===== src/rtl/sumador_arbitro.sv =====
// Round-robin controller that shares one registered adder between two requesters.
// Each request is captured, issued to the adder, timed for SUM_LAT cycles and returned.
module sumador_arbitro #(
  parameter int WIDTH   = 4,
  parameter int SUM_LAT = 1
) (
  input  logic             clk,
  input  logic             reset_L,
  input  logic             req0,
  input  logic [WIDTH-1:0] a0,
  input  logic [WIDTH-1:0] b0,
  input  logic             req1,
  input  logic [WIDTH-1:0] a1,
  input  logic [WIDTH-1:0] b1,
  output logic             gnt0,
  output logic             gnt1,
  output logic             valid0,
  output logic             valid1,
  output logic [WIDTH-1:0] result,
  output logic             sum_enb,
  output logic [WIDTH-1:0] sum_a,
  output logic [WIDTH-1:0] sum_b,
  input  logic [WIDTH-1:0] sum_c
);

  localparam int            CW       = (SUM_LAT > 1) ? $clog2(SUM_LAT) : 1;
  localparam logic [CW-1:0] CNT_LOAD = CW'(SUM_LAT - 1);
  localparam logic [CW-1:0] CNT_ONE  = CW'(1);

  localparam logic [1:0] S_IDLE  = 2'd0;
  localparam logic [1:0] S_ISSUE = 2'd1;
  localparam logic [1:0] S_WAIT  = 2'd2;
  localparam logic [1:0] S_DONE  = 2'd3;

  logic [1:0]       r_state;
  logic             r_last;
  logic             r_owner;
  logic [CW-1:0]    r_cnt;
  logic             r_gnt0;
  logic             r_gnt1;
  logic             r_valid0;
  logic             r_valid1;
  logic [WIDTH-1:0] r_result;
  logic             r_sum_enb;
  logic [WIDTH-1:0] r_sum_a;
  logic [WIDTH-1:0] r_sum_b;
  logic             w_any;
  logic             w_pick1;

  // A lone request wins outright; a tie goes to the requester not served last.
  always_comb begin
    w_any = req0 | req1;
    if (req0 && req1) begin
      w_pick1 = ~r_last;
    end else if (req1) begin
      w_pick1 = 1'b1;
    end else begin
      w_pick1 = 1'b0;
    end
  end

  // Controller FSM; sum_a/sum_b double as the captured operand registers.
  always_ff @(posedge clk or negedge reset_L) begin
    if (!reset_L) begin
      r_state   <= S_IDLE;
      r_last    <= 1'b1;
      r_owner   <= 1'b0;
      r_cnt     <= '0;
      r_gnt0    <= 1'b0;
      r_gnt1    <= 1'b0;
      r_valid0  <= 1'b0;
      r_valid1  <= 1'b0;
      r_result  <= '0;
      r_sum_enb <= 1'b0;
      r_sum_a   <= '0;
      r_sum_b   <= '0;
    end else begin
      case (r_state)
        S_IDLE: begin
          if (w_any) begin
            r_owner   <= w_pick1;
            r_gnt0    <= ~w_pick1;
            r_gnt1    <= w_pick1;
            r_sum_enb <= 1'b1;
            r_sum_a   <= w_pick1 ? a1 : a0;
            r_sum_b   <= w_pick1 ? b1 : b0;
            r_state   <= S_ISSUE;
          end else begin
            r_state <= S_IDLE;
          end
        end
        S_ISSUE: begin
          r_gnt0    <= 1'b0;
          r_gnt1    <= 1'b0;
          r_sum_enb <= 1'b0;
          r_cnt     <= CNT_LOAD;
          r_state   <= S_WAIT;
        end
        S_WAIT: begin
          if (r_cnt == '0) begin
            r_result <= sum_c;
            r_valid0 <= ~r_owner;
            r_valid1 <= r_owner;
            r_state  <= S_DONE;
          end else begin
            r_cnt <= r_cnt - CNT_ONE;
          end
        end
        S_DONE: begin
          r_valid0 <= 1'b0;
          r_valid1 <= 1'b0;
          r_last   <= r_owner;
          r_state  <= S_IDLE;
        end
        default: begin
          r_gnt0    <= 1'b0;
          r_gnt1    <= 1'b0;
          r_valid0  <= 1'b0;
          r_valid1  <= 1'b0;
          r_sum_enb <= 1'b0;
          r_state   <= S_IDLE;
        end
      endcase
    end
  end

  assign gnt0    = r_gnt0;
  assign gnt1    = r_gnt1;
  assign valid0  = r_valid0;
  assign valid1  = r_valid1;
  assign result  = r_result;
  assign sum_enb = r_sum_enb;
  assign sum_a   = r_sum_a;
  assign sum_b   = r_sum_b;

endmodule


===== config.mk =====
export PLATFORM = sky130hd
export DESIGN_NAME = sumador_arbitro
export DESIGN_NICKNAME = d
export VERILOG_FILES = /design/src/rtl/sumador_arbitro.sv
export SDC_FILE = /design/constraint.sdc
export NUM_CORES = 1
export LEC_CHECK = 0
export BUFFER_PORTS_ARGS = -buffer_cell sky130_fd_sc_hd__buf_4
export CORE_MARGIN = 8
export CORE_UTILIZATION = 49
export DETAILED_ROUTE_END_ITERATION = 6
export PLACE_DENSITY = 0.8
export RECOVER_POWER = 25
export REMOVE_ABC_BUFFERS = 1
export SKIP_CTS_REPAIR_TIMING = 1
export SYNTH_ARGS = -nofsm -noshare
export SYNTH_HDL_FRONTEND = slang
export SYNTH_SLANG_ARGS = --single-unit

===== constraint.sdc =====
create_clock -name clk -period 3.85 [get_ports clk]
set_clock_uncertainty 0.15 [all_clocks]
set_input_delay 0 -clock clk [delete_from_list [all_inputs] [get_ports clk]]
set_output_delay 0 -clock clk [all_outputs]
set_load 0.01 [all_outputs]

* Word level (Yosys, flattened, before mapping)
Cells that the tools add are included.
** Operators by class
- Reduce and logical (&&, ||, !) cells :: 9
- Equality and inequality tests :: 5
- $add $sub $neg :: 1
- Mux-type cells :: 19
- Bitwise gates (word level) :: 5
** Operator list (number)
- 1-bit one-hot mux with 2 select lines :: 6
- 1-bit two-way mux :: 9
- 4-bit two-way mux :: 2
- 2-bit one-hot mux with 4 select lines :: 1
- 2-bit AND reduction :: 4
- 2-bit nonzero test :: 3
- 2-bit == test, second input constant :: 2
- 2-bit != test, second input constant :: 2
- 1-bit inverter :: 4
- 2-bit by 1-bit == test with 1-bit output, second input constant :: 1
- 2-bit zero test :: 1
- 2-bit two-way mux :: 1
- 1-bit logical AND :: 1
- 1-bit bitwise OR :: 1
- 1-bit subtractor, second input constant :: 1
** Word-level totals
- Logic and storage cells :: 51
- Output and inout port bits :: 17
- Register bits :: 22

* Longest topological paths before layout
Gate-level depths: netlist of the first run.
- Depth after elaboration :: 5
- Gate-level depth with buffers :: 6

* Worst setup path before layout of the first run
Ideal clock, no wire load.
- Kind :: register to register
- From :: register r_state[0]
- To :: register r_gnt0, in the netlist gnt0
- Clock period less this slack :: 1.526 ns
- Slack :: 2.324 ns
- Data arrival time :: 1.251 ns
- Buffers on the path :: 0
- Data required time :: 3.575 ns
- Cell stages (with the launch flop) :: 6
- Cell sequence :: dfrtp_1 inv_1 ha_1 o21ai_1 o21ai_2 mux2_2
** Between the ends
- Longest elaborated chain between the ends :: 3
- Elaborated cells on any way between the ends :: 6
- Classes of those cells :: eq/ne (2); mux (1); reduce/logical (3)
** RTL lines
- from (decl) :: line 35 : logic [1:0] r_state;
- from (signal assigned) :: line 65 : r_state <= S_IDLE;
- from (signal assigned) :: line 87 : r_state <= S_ISSUE;
- from (signal assigned) :: line 89 : r_state <= S_IDLE;
- 2-bit by 1-bit == test with 1-bit output / 2-bit zero test (equally long branches) :: line 78 : case (r_state)
- 2-bit nonzero test (no line) / 2-bit != test (equally long branches)
- 2-bit AND reduction (no line)
- to (signal assigned) :: line 82 : r_gnt0 <= ~w_pick1;
- to (decl) :: line 39 : logic r_gnt0;
Several ways; a longest one is shown, not always the timed one.
A chain may end at the register's enable or synchronous reset.

* Worst setup path in the final report of the first run
- From :: register r_state[0]
- To :: register r_sum_a[2], in the netlist sum_a[2]
** Between the ends
- Longest elaborated chain between the ends :: 2
** RTL lines
- 2-bit zero test :: line 78
- 2-bit AND reduction (no line)
- to (signal assigned) :: line 85 : r_sum_a <= w_pick1 ? a1 : a0;
- to (decl) :: line 45 : logic [WIDTH-1:0] r_sum_a;
No other way between the ends.

==> impl_metrics.csv, run 1 <==
group,metric,value,unit
timing,post-route-min-period,2.34,ns
cts,cts_sinks,21,
detailed_routing,firstDrtPassIters,4,
detailed_routing,vias,950,
finish,post-route-util,0.775,
detailed_routing,final_antenna_net_count,0,
global_routing,grt_pass1_vias,849,
synthesis,yosysSeqAreaShare,0.541,
power_and_ir_drop,peakVddDrop,0.440,mV
global_routing,grt_overflow,0,
die,rows,16,
placed_design,place_congestion,0.776,
cts,cts_root_buffer,"clkbuf_4",
setup_path,path_common_cell,"a21oi_1",
global_routing,grt_max_degree,22,
job,cap_viol_max_count,0,
synthesis,ys_warn_count,0,
timing,setup_tns,0,ns
setup_path,path_cells,"inv_1, ha_1, o21ai_1, a21oi_1, a21oi_1, dlygate4sd3_1",
detailed_routing,drt-total-wl,3.03,mm
synthesis,synth_mux_area_frac,0.102,
synthesis,synth_top_family_by_area,"compound AO/OA/AOI/OAI gates",
die,die_x,60.6,um
power_and_ir_drop,powerDensity,731,mW/mm^2
detailed_routing,drt_iter0_drc,36,
finish,fillers,138,
die,dieArea,0.00367,mm^2
setup_path,slowest_delay,0.56,ns
synthesis,syn_area,973,um^2
placed_design,hpwl,1.83,mm
outcome,status,"finished clean",
cts,cts_tree,"built",
synthesis,synth-simple-area-share,0.0810,
synthesis,synth_cell_type_count,20,
global_routing,grt_pass1_wl,3.68,mm
timing,hold_viol_final,0,
finish,diodes,0,
synthesis,ys_seq_elements,21,
setup_path,crit_slowest_cell,"dlygate4sd3_1",
finish,drive_gt1_frac,0.261,
setup_path,crit_type,"flop to flop",
die,core-area,0.00192,mm^2
detailed_routing,remaining_drc_errors,0,
min_path,hold_class,"primary input to async pin",
cts,clockBufferDepth,2,
synthesis,synth_compound_area_frac,0.156,
timing,final-max-slew-violation-count,0,
die,die_h,60.6,um
setup_path,reg2reg_depth,6,
timing,max_freq,427,MHz
die,io_pins,41,
timing,setup_viol,0,
detailed_routing,avgRoutedWirePerCell,16.9,um
placed_design,numPortBuffers,40,
cts,clk_pin_slew,0.12,ns
cts,htree_num_levels,1,
timing,rsz0062_at_grt,"no",
setup_path,end_kind,"flop",
synthesis,synthAdderAreaFrac,0.0771,
cts,clk_latency,0.30,ns
setup_path,critPathLaunchType,"flop",
timing,worstMarginPinSlew,0.904,ns
setup_path,critical_path_arrival,2.44,ns
timing,post-route-period-util,0.609,
power_and_ir_drop,fin_total_pwr,1.09,mW
die,initial_utilization,0.507,
global_routing,antenna_found_initial,0,
setup_path,critPathRequiredTime,3.95,ns
timing,slew_headroom,0.396,
cts,numCtsBuffers,3,
finish,syn_to_final_growth,53.0,%
synthesis,synth-xor-area-share,0,
synthesis,synthCells,89,
synthesis,synth.avg_cell_area,10.9,um^2
detailed_routing,post_drt_via_cell_ratio,5.28,
setup_path,critPathMaxFanout,11,
finish,final_nets,184,
power_and_ir_drop,power.leakage,0.702,nW
global_routing,grt_use_total,0.132,
## path summary, 6_finish.rpt
| check | endpoint | from | slack, ns |
|---|---|---|---|
| setup / recovery | sum_a[2] | r_state[0] | 1.51 |
| hold / removal | r_last | reset_L | 0.04 |
| setup reg to reg | sum_a[2] | r_state[0] | 1.51 |
| hold reg to reg | valid0 | valid0 | 0.37 |
| max in group asynchronous | sum_a[3] | reset_L | 2.20 |
| min in group clk | r_owner | req1 | 0.06 |
## metal layers
metal,GRT usage,vias up,wire [um]
met3,0.0127,12,127
met4,0.0797,0,112
li1,-,424,-
met1,0.137,479,1090
met2,0.247,35,1700
met5,0,-,0
## kinds of logic (layout without fill, tap and decap cells)
kind of cell | after synthesis | in the layout
multiplexers | 9 | 9
buffers and inverters | 8 | 72
AO/OA/AOI/OAI | 24 | 24
adder cells (fa/ha/maj) | 6 | 6
AND/OR/NAND/NOR | 21 | 21
flip-flops | 21 | 21
## cells in the mapped netlist
library cell | n | share of area
a22o_1 | 1 | 0.0090
dfrtp_1 | 20 | 0.51
a21boi_4 | 1 | 0.019
nand2_1 | 9 | 0.035
o31ai_1 | 1 | 0.0077
mux2i_1 | 2 | 0.021
dfstp_2 | 1 | 0.027
a21oi_1 | 16 | 0.082
buf_4 | 1 | 0.0077
ha_1 | 6 | 0.077
inv_1 | 5 | 0.019
o21ai_1 | 1 | 0.0051
nor2_1 | 12 | 0.046
o21ai_0 | 1 | 0.0051
o21a_1 | 1 | 0.0077
mux2_2 | 7 | 0.081
o21ai_2 | 1 | 0.0090
buf_6 | 1 | 0.012
a21bo_1 | 1 | 0.010
buf_2 | 1 | 0.0051
## layout by cell type, fill, tap and decap left out
master	instances
o21ai_2	1
mux2i_1	2
dlygate4sd3_1	23
clkbuf_1	14
a21boi_4	1
mux2_2	7
o21a_1	1
a22o_1	1
clkinv_2	1
o21ai_1	1
o31ai_1	1
clkbuf_4	3
o21ai_0	1
dfstp_2	1
dfrtp_1	20
a21bo_1	1
a21oi_1	16
buf_4	26
nand2_1	9
ha_1	6
inv_1	5
nor2_1	12
## power by group
| group | internal, mW | switching [mW] |
|---|---|---|
| Clock | 0.0387 | 0.0672 |
| Combinational | 0.289 | 0.283 |
| Sequential | 0.335 | 0.0748 |
## layout make-up
type,count,area [um^2],area share
timing repair buffer,63,478,0.321
clock buffer,3,22.5,0.0151
inverter,5,18.8,0.0126
clock inverter,1,5.00,0.00336
tap,27,33.8,0.0227
sequential,21,527,0.354
multi-input combinational,60,404,0.271
## metrics by stage
stage,hold slack (ns),cells,worst slack [ns],cell area (um^2)
detailed placement,-0.255,153,1.90,1280
floorplan,-0.446,86,2.12,950
CTS,-0.591,157,1.83,1310
finish,0.0353,180,1.51,1490
global placement,-0.256,153,1.99,1280
global route,0.0289,180,1.35,1490
## flip-flops by register name, indices dropped and copies added (netlist names)
register / count
result: 4
sum_a: 4
sum_b: 4
r_state: 2
gnt0: 1
gnt1: 1
r_last: 1
r_owner: 1
sum_enb: 1
valid0: 1
valid1: 1
## worst max-delay path: cells and delay by family (launching register included)
| family | cells | cell delay [ns] |
|---|---|---|
| buffers and inverters | 2 | 0.65 |
| adder cells (fa/ha/maj) | 1 | 0.27 |
| AO/OA/AOI/OAI | 3 | 0.75 |
| flip-flops | 1 | 0.47 |
(Power assumes the default switching activity.)
==> run 2: changes to the inputs <==
ABC_AREA = 1   (was default)
CORE_UTILIZATION = 43   (was 49)
PLACE_DENSITY = 0.72   (was 0.8)
clock period = 2 ns   (was 3.85 ns; I/O delays follow)
==> impl_metrics.csv, run 2 <==
group,metric,value,unit
outcome,violations,"negative hold slack",
cts,clockBufferDepth,2,
cts,cts_root_buffer,"clkbuf_4",
die,core-area,0.00243,mm^2
global_routing,grt_pass1_vias,1038,
placed_design,dpl.cell_count,202,
timing,setup_viol,0,
placed_design,place_area,0.00140,mm^2
setup_path,path_cells,"dlygate4sd3_1, clkbuf_1, dlygate4sd3_1",
power_and_ir_drop,peakVddDrop,0.757,mV
min_path,whs_path_depth,4,
timing,final.setup.worst_slack,0.307,ns
setup_path,end_kind,"async pin",
finish,final_common_cell,"nand2_1",
timing,max_freq,591,MHz
setup_path,crit_slowest_cell,"dlygate4sd3_1",
cts,htree_num_levels,1,
finish,register_area,527,um^2
timing,setup_tns,0,ns
timing,post-route-period-util,0.846,
setup_path,critPathRequiredTime,2.18,ns
global_routing,grt_pass1_wl,4.39,mm
detailed_routing,drt-total-wl,2.97,mm
cts,cts_sinks,21,
synthesis,synth_edf_count,0,
synthesis,ys_async_sr_fraction,1.00,
power_and_ir_drop,p_clk_frac,0.106,
timing,worstMarginPinSlew,0.883,ns
power_and_ir_drop,switching_power,845,uW
detailed_routing,drt_iter0_drc,35,
finish,syn_to_final_growth,48.5,%
setup_path,r2r-end,"sum_enb",
timing,hold_viol_final,1,
min_path,min_from,"req0",
cts,clk_latency,0.30,ns
synthesis,synth_ff_type,"dfrtp_1",
global_routing,grt_max_degree,22,
setup_path,r2r_slack,0.39,ns
detailed_routing,vias,1087,
placed_design,numPortBuffers,40,
setup_path,path_buf_inv,3,
synthesis,syn_area,0.00108,mm^2
setup_path,critical_path_arrival,1.87,ns
placed_design,place_congestion,0.758,
die,dieArea,0.00436,mm^2
detailed_routing,firstDrtPassIters,4,
finish,finalNonFillerCells,229,
setup_path,reg2reg_from,"r_state[0]",
timing,slew_headroom,0.409,
global_routing,antenna_found_initial,0,
global_routing,grt_overflow,0,
setup_path,crit_family,"buffers and inverters",
cts,numCtsBuffers,3,
die,die_x,66.1,um
synthesis,ys_warn_count,0,
power_and_ir_drop,seqPwrFrac,0.401,
timing,fin_hold_ws,-0.00284,ns
synthesis,synth_cell_type_count,19,
synthesis,yosysTopAreaCell,"dfrtp_1",
synthesis,synth.most_common_cell,"nand2_1",
min_path,min_to,"r_owner",
setup_path,reg2reg_depth,6,
timing,post-route-min-period,1.69,ns
finish,diodes,0,
synthesis,synth.avg_cell_area,8.04,um^2
detailed_routing,final_antenna_net_count,0,
setup_path,slowest_delay,1.16,ns
finish,final_nets,230,
synthesis,yosysSeqAreaShare,0.489,
synthesis,synthTopCellsByCount,"nand2_1, inv_1, dfrtp_1",
power_and_ir_drop,comb_power_share,0.493,
synthesis,ys_seq_elements,21,
setup_path,path_common_cell,"dlygate4sd3_1",
finish,fillers,207,
synthesis,yosys.area.top_type_share,0.465,
setup_path,critPathMaxFanout,20,
finish,multiInputGateArea,442,um^2
finish,final_area,0.00160,mm^2
cts,cts_tree,"built",
timing,rsz0062_at_grt,"no",
power_and_ir_drop,powerDensity,1210,mW/mm^2
cts,clk_pin_slew,0.12,ns
placed_design,hpwl,2.01,mm
finish,layout_common_cells,"nand2_1, buf_4, inv_1, dlygate4sd3_1, dfrtp_1",
die,io_pins,41,
power_and_ir_drop,power.leakage,0.877,nW
min_path,hold_class,"primary input to flop",
power_and_ir_drop,swShare,0.435,
power_and_ir_drop,intPower,1.10,mW
detailed_routing,post_drt_via_cell_ratio,4.75,
die,rows,18,
die,initial_utilization,0.443,
synthesis,synthCells,134,
global_routing,grt_use_total,0.126,
detailed_routing,remaining_drc_errors,0,
setup_path,critPathLaunchType,"primary input",
placed_design,place_ws,0.421,ns
setup_path,crit_type,"primary input to async pin",
die,die_h,66.1,um
job,cap_viol_max_count,0,
synthesis,yosys-top-cells-area,"dfrtp_1, nand2_1, nand3_1",
finish,drive_gt1_frac,0.186,
timing,final-max-slew-violation-count,0,
detailed_routing,avgRoutedWirePerCell,13.0,um
outcome,status,"finished, violations left",
## run 2: layout make-up
| type | count | share of cell area |
|---|---|---|
| sequential | 21 | 0.329 |
| timing repair buffer | 63 | 0.299 |
| multi-input combinational | 87 | 0.276 |
| inverter | 24 | 0.0563 |
| tap | 30 | 0.0235 |
| clock buffer | 4 | 0.0164 |
## run 2: per-stage QoR
step	total power, mW	utilization
final	1.94	0.658
after global routing	2.14	0.658
after CTS	2.02	0.585
after detailed placement	1.82	0.574
after global placement	1.78	0.574
after floorplan	1.35	-
## run 2: metal layers
layer	track usage	vias up	wire, um
met5	0	-	0
met4	0.0853	0	74
met3	0.0186	6	117
met2	0.223	28	1530
met1	0.137	512	1250
li1	-	541	-
## run 2: worst register-to-register path: cells and delay by family, from the launching register on
kind	cells	cell delay, ns
buffers and inverters	1	0.10
DFF	1	0.44
and+or+nand+nor	3	0.33
AOI/OAI and AO/OA	1	0.24
adders and majority gates	1	0.25
## run 2: worst max-delay path by stage
stage | cells after the start | to | slack [ns] | start
after global placement | 6 | sum_enb | 0.52 | r_state[0]
after detailed placement | 6 | sum_enb | 0.42 | r_state[0]
after CTS | 6 | sum_enb | 0.40 | r_state[0]
after floorplan | 6 | gnt0 | 0.61 | r_state[0]
final | 3 | gnt0 | 0.31 | reset_L
after global routing | 3 | gnt0 | 0.14 | reset_L
## run 2: logic make-up (layout without fill, tap and decap cells)
kind of cell | count (synthesis) | after routing | share of synthesized area
buffers and inverters | 26 | 91 | 0.101
AO/OA/AOI/OAI | 8 | 8 | 0.0406
flip-flops | 21 | 21 | 0.489
AND/OR/NAND/NOR | 73 | 73 | 0.300
adder cells (fa/ha/maj) | 6 | 6 | 0.0697
## run 2: power groups by stage
stage / Sequential (mW) / Combinational, mW / Clock (mW)
floorplan: 0.851 / 0.504 / 0
detailed placement: 0.791 / 1.03 / 0
finish: 0.779 / 0.959 / 0.206
global route: 0.816 / 1.10 / 0.226
global placement: 0.783 / 0.997 / 0
CTS: 0.782 / 1.03 / 0.210
==> run 3: changes to the inputs <==
ABC_AREA = 0   (was 1)
CORE_UTILIZATION = 46   (was 43)
PLACE_DENSITY = 0.75   (was 0.72)
clock period = 1.6 ns   (was 2 ns; I/O delays follow)
==> impl_metrics.csv, run 3 (same netlist as run 1, synthesis figures left out) <==
group,metric,value,unit
outcome,status,"finished clean",
global_routing,grt_use_total,0.132,
global_routing,antenna_found_initial,0,
timing,final.setup.worst_slack,0.0748,ns
die,io_pins,41,
timing,setup_viol,0,
setup_path,crit_slowest_cell,"dfrtp_1",
finish,final_common_cell,"buf_4",
cts,clockBufferDepth,2,
die,dieArea,0.00384,mm^2
detailed_routing,vias,914,
finish,layout_common_cells,"buf_4, dlygate4sd3_1, dfrtp_1, a21oi_1, clkbuf_1",
cts,cts_sinks,21,
power_and_ir_drop,powerDensity,1620,mW/mm^2
power_and_ir_drop,peakVddDrop,1.40,mV
cts,htree_num_levels,1,
detailed_routing,remaining_drc_errors,0,
power_and_ir_drop,power.leakage,0.733,nW
global_routing,grt_pass1_vias,849,
die,die_x,62,um
global_routing,grt_max_degree,22,
placed_design,place_ws,0.00651,ns
die,rows,16,
timing,setup_tns,0,ns
min_path,hold_class,"primary input to flop",
timing,slew_headroom,0.786,
setup_path,critPathLaunchType,"flop",
finish,finalNonFillerCells,185,
detailed_routing,post_drt_via_cell_ratio,4.94,
setup_path,crit_family,"flip-flops",
setup_path,critPathRequiredTime,1.65,ns
global_routing,grt_use_met2,0.235,
cts,cts_tree,"built",
cts,numCtsBuffers,3,
global_routing,met1_usage,0.144,
cts,cts_root_buffer,"clkbuf_4",
job,cap_viol_max_count,0,
timing,post-route-min-period,1.53,ns
global_routing,grt_overflow,0,
finish,final_nets,189,
timing,rsz0062_at_grt,"no",
detailed_routing,avgRoutedWirePerCell,15.5,um
finish,drive_gt1_frac,0.291,
setup_path,critical_path_arrival,1.57,ns
placed_design,place_congestion,0.742,
timing,post-route-period-util,0.953,
detailed_routing,firstDrtPassIters,4,
timing,final-max-slew-violation-count,0,
die,initial_utilization,0.491,
placed_design,numPortBuffers,40,
detailed_routing,drt-total-wl,2.88,mm
die,die_h,62,um
finish,diodes,0,
timing,worstMarginPinSlew,0.321,ns
setup_path,slowest_delay,0.39,ns
global_routing,busiest_layer,"met2",
placed_design,dpl.cell_count,157,
setup_path,path_cells,"inv_1, ha_1, mux2_2",
setup_path,path_buf_inv,1,
placed_design,hpwl,1.94,mm
power_and_ir_drop,fin_total_pwr,2.50,mW
timing,max_freq,656,MHz
cts,clk_latency,0.30,ns
timing,hold_viol_final,0,
global_routing,grt_pass1_wl,3.71,mm
finish,syn_to_final_growth,58.7,%
global_routing,grt_util_met3,0.0144,
detailed_routing,final_antenna_net_count,0,
setup_path,end_kind,"flop",
die,core-area,0.00198,mm^2
cts,clk_pin_slew,0.11,ns
detailed_routing,drt_iter0_drc,33,
setup_path,critPathMaxFanout,7,
setup_path,crit_type,"flop to flop",
-- run 3: worst register-to-register path: stages (launching register included) --
cell and delay [ns]:
dfrtp_1 0.39, inv_1 0.12, ha_1 0.36, mux2_2 0.39
-- run 3: worst paths after layout --
path                       startpoint         to  slack [ns]  cells after the start
max reg2reg                r_state[0]  result[2]        0.07                      3
min in group asynchronous     reset_L   sum_b[2]        0.50                      3
min                          sum_c[3]  result[3]        0.32                      3
max in group asynchronous     reset_L     r_last        0.53                      3
min reg2reg                    valid0     valid0        0.36                      2
max                        r_state[0]  result[2]        0.07                      3
-- run 3: stage by stage --
| step | hold WS [ns] | utilization | instance area [um^2] |
|---|---|---|---|
| global route | 0.320 | 0.780 | 1550 |
| CTS | -0.597 | 0.677 | 1340 |
| finish | 0.323 | 0.780 | 1550 |
| floorplan | -0.446 | - | 950 |
| detailed placement | -0.254 | 0.663 | 1310 |
| global placement | -0.253 | 0.663 | 1310 |
-- run 3: area by class of cell --
class,count,area [um^2]
multi-input combinational,60,417
sequential,21,527
fill,122,437
tap,27,33.8
clock buffer,3,22.5
clock inverter,1,5.00
inverter,5,18.8
timing repair buffer,68,522
-- run 3: layer usage --
layer / wire length [um] / share of wire / up-vias
met1: 1140 / 0.40 / 435
li1: - / - / 439
met2: 1570 / 0.55 / 32
met5: 0 / 0 / -
met3: 103 / 0.036 / 8
met4: 58 / 0.020 / 0
-- run 3: where the power goes --
group	leakage, nW	switching [mW]	internal [mW]
combinational	0.473	0.677	0.609
clock	0.0177	0.161	0.0933
sequential	0.242	0.150	0.807
total	0.733	0.988	1.51
